===== config.mk =====
export PLATFORM = sky130hd
export DESIGN_NAME = door_round_controller
export DESIGN_NICKNAME = d
export VERILOG_FILES = /design/src/rtl/door_round_controller.sv
export SDC_FILE = /design/constraint.sdc
export NUM_CORES = 1
export LEC_CHECK = 0
export BUFFER_PORTS_ARGS = -buffer_cell sky130_fd_sc_hd__buf_2
export CORE_ASPECT_RATIO = 0.9
export CORE_MARGIN = 5
export CORE_UTILIZATION = 35
export DETAILED_ROUTE_END_ITERATION = 16
export PLACE_DENSITY_LB_ADDON = 0.05
export SLEW_MARGIN = 0
export SYNTH_ARGS = -nofsm -noshare
export SYNTH_HDL_FRONTEND = slang
export SYNTH_SLANG_ARGS = --single-unit
export TNS_END_PERCENT = 30

===== constraint.sdc =====
create_clock -name clk -period 2.35 [get_ports clk]
set_input_delay 0.1175 -clock clk [delete_from_list [all_inputs] [get_ports clk]]
set_output_delay 0.1175 -clock clk [all_outputs]
set_load 0.02 [all_outputs]

===== src/rtl/door_round_controller.sv =====
// Round sequencer for the door game: LFSR door pick, per-round countdown, reveal, lives and score.
// Optional feature: define DOOR_SCORE_EN to build the saturating score register (otherwise score is 0).
module door_round_controller #(
  parameter int          CLK_HZ         = 25_000_000,
  parameter int          ROUND_SECONDS  = 10,
  parameter int          REVEAL_SECONDS = 3,
  parameter int          LIVES          = 3,
  parameter logic [7:0]  LFSR_SEED      = 8'hA5
) (
  input  logic       clk,
  input  logic       reset,
  input  logic       start,
  input  logic       sel_valid,
  input  logic [1:0] sel_door,
  output logic [1:0] correct_door,
  output logic       time_up,
  output logic [3:0] seconds_left,
  output logic [1:0] lives,
  output logic       round_win,
  output logic       game_over,
  output logic       busy,
  output logic [7:0] score
);

  // state       | meaning
  // S_IDLE      | waiting for start after reset
  // S_ARM       | one cycle: latch winning door, load countdown
  // S_COUNTDOWN | seconds ticking, waiting for a door press
  // S_REVEAL    | open door shown for REVEAL_SECONDS
  // S_GAME_OVER | no lives left, waiting for start
  typedef enum logic [2:0] {
    S_IDLE,
    S_ARM,
    S_COUNTDOWN,
    S_REVEAL,
    S_GAME_OVER
  } state_t;

  localparam int             PW          = (CLK_HZ > 1) ? $clog2(CLK_HZ) : 1;
  localparam logic [PW-1:0]  PRESC_MAX   = PW'(CLK_HZ - 1);
  localparam logic [7:0]     SEED_SAFE   = (LFSR_SEED == 8'h00) ? 8'h01 : LFSR_SEED;
  localparam logic [3:0]     ROUND_INIT  = 4'(ROUND_SECONDS);
  localparam logic [3:0]     REVEAL_INIT = 4'(REVEAL_SECONDS);
  localparam logic [1:0]     LIVES_INIT  = 2'(LIVES);

  state_t        state;
  logic [PW-1:0] presc;
  logic [7:0]    lfsr;
  logic [3:0]    reveal_cnt;
  logic          sec_tick;
  logic          lfsr_fb;
  logic          win_now;
  logic          round_end;

  assign sec_tick  = (presc == PRESC_MAX);
  assign lfsr_fb   = lfsr[7] ^ lfsr[5] ^ lfsr[4] ^ lfsr[3];
  assign win_now   = sel_valid && (sel_door == correct_door);
  // a press in the same cycle as the final tick still counts as the player's choice
  assign round_end = sel_valid || (sec_tick && (seconds_left <= 4'd1));

  always_ff @(posedge clk or negedge reset) begin
    if (!reset) begin
      state        <= S_IDLE;
      presc        <= '0;
      lfsr         <= SEED_SAFE;
      reveal_cnt   <= '0;
      correct_door <= 2'd0;
      time_up      <= 1'b0;
      seconds_left <= 4'd0;
      lives        <= LIVES_INIT;
      round_win    <= 1'b0;
      game_over    <= 1'b0;
      busy         <= 1'b0;
    end else begin
      lfsr  <= {lfsr[6:0], lfsr_fb};
      presc <= sec_tick ? '0 : presc + 1'b1;
      case (state)
        S_IDLE, S_GAME_OVER: begin
          if (start) begin
            state     <= S_ARM;
            lives     <= LIVES_INIT;
            busy      <= 1'b1;
            game_over <= 1'b0;
          end
        end
        S_ARM: begin
          correct_door <= lfsr[1:0];
          seconds_left <= ROUND_INIT;
          presc        <= '0;
          state        <= S_COUNTDOWN;
        end
        S_COUNTDOWN: begin
          if (sec_tick) seconds_left <= seconds_left - 4'd1;
          if (round_end) begin
            state      <= S_REVEAL;
            presc      <= '0;
            reveal_cnt <= REVEAL_INIT;
            time_up    <= 1'b1;
            round_win  <= win_now;
            if (!win_now && (lives != 2'd0)) lives <= lives - 2'd1;
          end
        end
        S_REVEAL: begin
          if (sec_tick) begin
            if (reveal_cnt <= 4'd1) begin
              time_up   <= 1'b0;
              round_win <= 1'b0;
              if (lives == 2'd0) begin
                state     <= S_GAME_OVER;
                game_over <= 1'b1;
                busy      <= 1'b0;
              end else begin
                state <= S_ARM;
              end
            end else begin
              reveal_cnt <= reveal_cnt - 4'd1;
            end
          end
        end
        default: state <= S_IDLE;
      endcase
    end
  end

`ifdef DOOR_SCORE_EN
  logic [7:0] score_q;
  logic       game_start;

  assign game_start = start && ((state == S_IDLE) || (state == S_GAME_OVER));

  always_ff @(posedge clk or negedge reset) begin
    if (!reset) begin
      score_q <= 8'd0;
    end else if (game_start) begin
      score_q <= 8'd0;
    end else if ((state == S_COUNTDOWN) && win_now && (score_q != 8'hFF)) begin
      score_q <= score_q + 8'd1;
    end
  end

  assign score = score_q;
`else
  assign score = 8'd0;
`endif

endmodule

==> impl.org <==
** Synthesis
- By area the synthesized netlist is led by dfrtp_1 (42%), xnor2_1 (7.0%), nor2_1 (6.0%).
- The cell area that synthesis handed to floorplanning was around 2700 sq um.
- Counting flops with an async set or reset pin after synthesis yields a share of 100.0%.
- Gate count of the mapped netlist :: between 200 and 300
- In this run the biggest area consumer among cell types represents 42.01% of the synthesized area.
- The share of the Yosys chip area taken by registers is 47.76%.
- Seq cells post-synth :: 52
- Main synth FF type :: dfrtp_1
- The number of different library cells used by synthesis comes to 52.
- Number of synthesized flops with an enable pin :: 0
- Cell type with the highest aggregate area in the netlist :: dfrtp_1
- Avg Synthesized Cell Area :: 10.15 sq um
- Synth warnings :: 0

** Floorplan
- Floorplan die height :: about 94 um
- Once the floorplan was initialized, standard cells occupied 36.14% of the core.
- Pin placement for this block handled 26 I/O pins.
- The die covers 9701 sq um.
- Width of the die :: 103.3 um
- Placeable Area :: 7582 sq um
- After floorplanning, the core was divided into 30 placement rows.

** Worst hold path
- The min-delay analysis places its worst path in the category primary input to flop.
- The worst hold path begins at start.
- For hold timing, the worst endpoint is state[2].
- Worst hold stages :: 3

** Clocking
- Clock latency on the worst-skew pair, taken at its later pin, is 0.31 ns.
- TritonCTS created 5 clock buffers.
- Sinks on the clock net :: 52
- After clock tree synthesis, the clock-pin slew on the worst setup and hold paths is 0.10 ns.
- Root buffer cell :: clkbuf_8
- The clock tree synthesis step divided the H-tree into 2 levels.
- TritonCTS built the clock tree.
- Clock Tree Buf Depth :: 2

** Detailed routing
- Routed wire length :: 5.321 mm
- In the final routed layout, each cell accounts on average for 13.64 um.
- Number of violations reported at the end of detailed-routing iteration 0 :: 87
- In the routed design, unresolved DRC markers number 0.
- For this block, the via count after detailed routing is 1,935.
- Dividing the detail-routed via count by the number of cells gives 4.962.
- For this run, the detailed router's first-pass iteration total came to 4.
- The detail route stage leaves a number of antenna-violating nets equal to 0.

** Timing
- Transition at the pin with the smallest max-transition slack :: 1.078 ns
- Sum of negative setup slack :: 0 ns
- Worst rel slew slack :: 28.08%
- The number of max-slew violations in the final report came to 0.
- Final period util :: between 80% and 90%
- Derived from the worst setup path, the maximum achievable clock frequency is 476.4 MHz.
- Unrepaired setup endpoints after global routing :: no
- The number of endpoints with negative hold slack in the final report was 0.
- Minimum period implied by the final worst setup slack :: 2.099 ns
- Worst slack on hold paths :: 0.09290 ns
- Worst clock skew on the final layout :: 0.005726 ns
- Final setup violating endpoints :: 0

** Layout
- At the end of the flow, the number of nets in the layout was 305.
- Count of antenna diodes in the layout :: 0
- Most frequent cells in the layout :: dfrtp_1 (46), nor2_1 (44), xnor2_1 (22)
- Fraction of layout instances using a drive strength above 1 :: a little under a fifth
- Area growth from synthesis to layout :: 10.32%
- Commonest non-fill, non-tap cell in the layout :: dfrtp_1
- Non-filler instance count after layout :: 390

** Power and ir drop
- Pwr Density :: about 800 nW/um^2
- The clock network is responsible for 22.0% of the overall power.
- Portion of total power attributed to combinational logic :: 30.8%
- Net load switching power :: 912.4 uW
- The analysis attributes to cell leakage a power of roughly 1.4 nW.
- IR analysis of the VDD net gives a maximum drop of 0.0004625 V.
- Internal power comes to 1.516 mW.
- Switching part of the total power :: 37.57%
- Share of total power in sequential cells :: 47.2%
- Overall power after layout :: 2.429 mW

** Setup path
- For the worst flop-to-flop path, the logic depth is 6.
- The worst setup path is launched from a flop.
- The worst register-to-register path ends at presc[12].
- Critical R2R Launch :: presc[0]
- In this run the worst path has a maximum fanout of 25.
- Critical path endpoint category :: flop
- Worst Path Required :: 2.50 ns
- The critical path in this run is classified as flop to flop.
- Arrival time of the worst setup path :: 2.25 ns
- Register-to-Register Setup Slack :: 0.25 ns

** Placed design
- The congestion estimate from routability-driven global placement came to between 0.7 and 0.8.
- Count of input and output buffers :: 17
- Post-DP HPWL :: 3.732 mm
- Cell count after placement :: 381

** Global routing
- The via count of the first global-routing pass came to 1,869.
- Global routing used about an eighth of the available tracks across all layers.
- The first global-routing pass estimated 9.190 mm of wire.
- The number of antenna violations at the first check in global routing came to 0.
- Gr ovfl total :: 0
- Entering global routing, the biggest net connects between 50 and 60 pins.

** Status
- The run finished with clean final reports.

** Flow run
- Max-cap violations in this run came to 0.
[cell type report]
class / count / area (sq um)
clock buffer: 5 / 68.82
timing repair buffer: 24 / 152.6
fill: 776 / 4559
clock inverter: 3 / 26.28
multi-input combinational: 196 / 1294
inverter: 14 / 52.55
sequential: 52 / 1309
tap: 96 / 120.1
[worst max-delay path by stage]
stage,start,cells after the start,to,slack (ns)
2_1_floorplan,seconds_left[0],6,reveal_cnt[1],0.48
3_3_place_gp,presc[0],6,presc[13],0.32
3_5_place_dp,presc[0],6,presc[17],0.24
4_1_cts,presc[0],6,presc[4],0.23
5_1_grt,presc[0],6,presc[18],0.05
6_report,presc[0],6,presc[12],0.25
[state kept, by name, summed over array words and instances (netlist names)]
signal and cells:
time_up 1, game_over 1, lfsr 8, reveal_cnt 4
correct_door 2, busy 1, seconds_left 4, round_win 1
lives 2, state 3, presc 25
[Yosys cell counts (3+ instances only)]
master,instances
mux2_2,4
inv_1,14
dfrtp_1,46
nor3_1,6
xnor2_1,22
nand2_1,19
ha_1,6
nor2b_1,3
dfstp_2,6
and2_1,3
o21ai_0,3
and4_1,5
buf_6,3
xor2_1,7
nand3_1,10
nand4_1,8
buf_4,8
nor3b_1,3
nor3_2,4
a32o_1,5
nor2_1,44
[cell families after synthesis]
logic type	synth area share (%)
AOI/OAI and AO/OA	8.493
xor gates and xnor gates	9.269
adders and majority gates	2.740
buffers and inverters	5.982
DFF	47.76
muxes	2.831
other	0.1369
and+or+nand+nor	22.79
[power groups by stage]
stage	registers (mW)	logic (mW)	clock network, mW
floorplan	1.19	0.544	0
global placement	1.16	0.757	0
detailed placement	1.17	0.761	0
CTS	1.15	0.763	0.569
global route	1.17	0.860	0.602
finish	1.15	0.747	0.535
[stage by stage]
| stage | setup WS [ns] | instance area, sq um | utilization [%] |
|---|---|---|---|
| after global placement | 0.3151 | 2918 | 38.48 |
| after CTS | 0.2277 | 3023 | 39.87 |
| after floorplan | 0.4769 | 2766 | - |
| final | 0.2511 | 3023 | 39.87 |
| after global routing | 0.05394 | 3023 | 39.87 |
| after detailed placement | 0.2400 | 2918 | 38.48 |
[routing by layer]
layer  GRT usage [%]  vias up  share of wire, %
met3           2.673        7               3.5
met5               0        -                 0
li1                -      955                 -
met4           3.776        0               1.2
met2           17.95       31                43
met1           17.16      942                53
[timing repair]
item | 4_1_cts | 5_1_grt
resized for setup | 0 | 0
hold buffers | 1 | 0
endpoints found under the setup margin | 0 | 0
buffers inserted | 0 | 0
endpoints found under the hold margin | 46 | 0
[critical path, stage by stage (launching register included)]
cell,delay [ns]
dfrtp_1,0.39
ha_1,0.21
and4_1,0.30
nand2_2,0.11
nor3_4,0.30
o21bai_2,0.50
nor2_1,0.13
(Power assumes the default switching activity.)
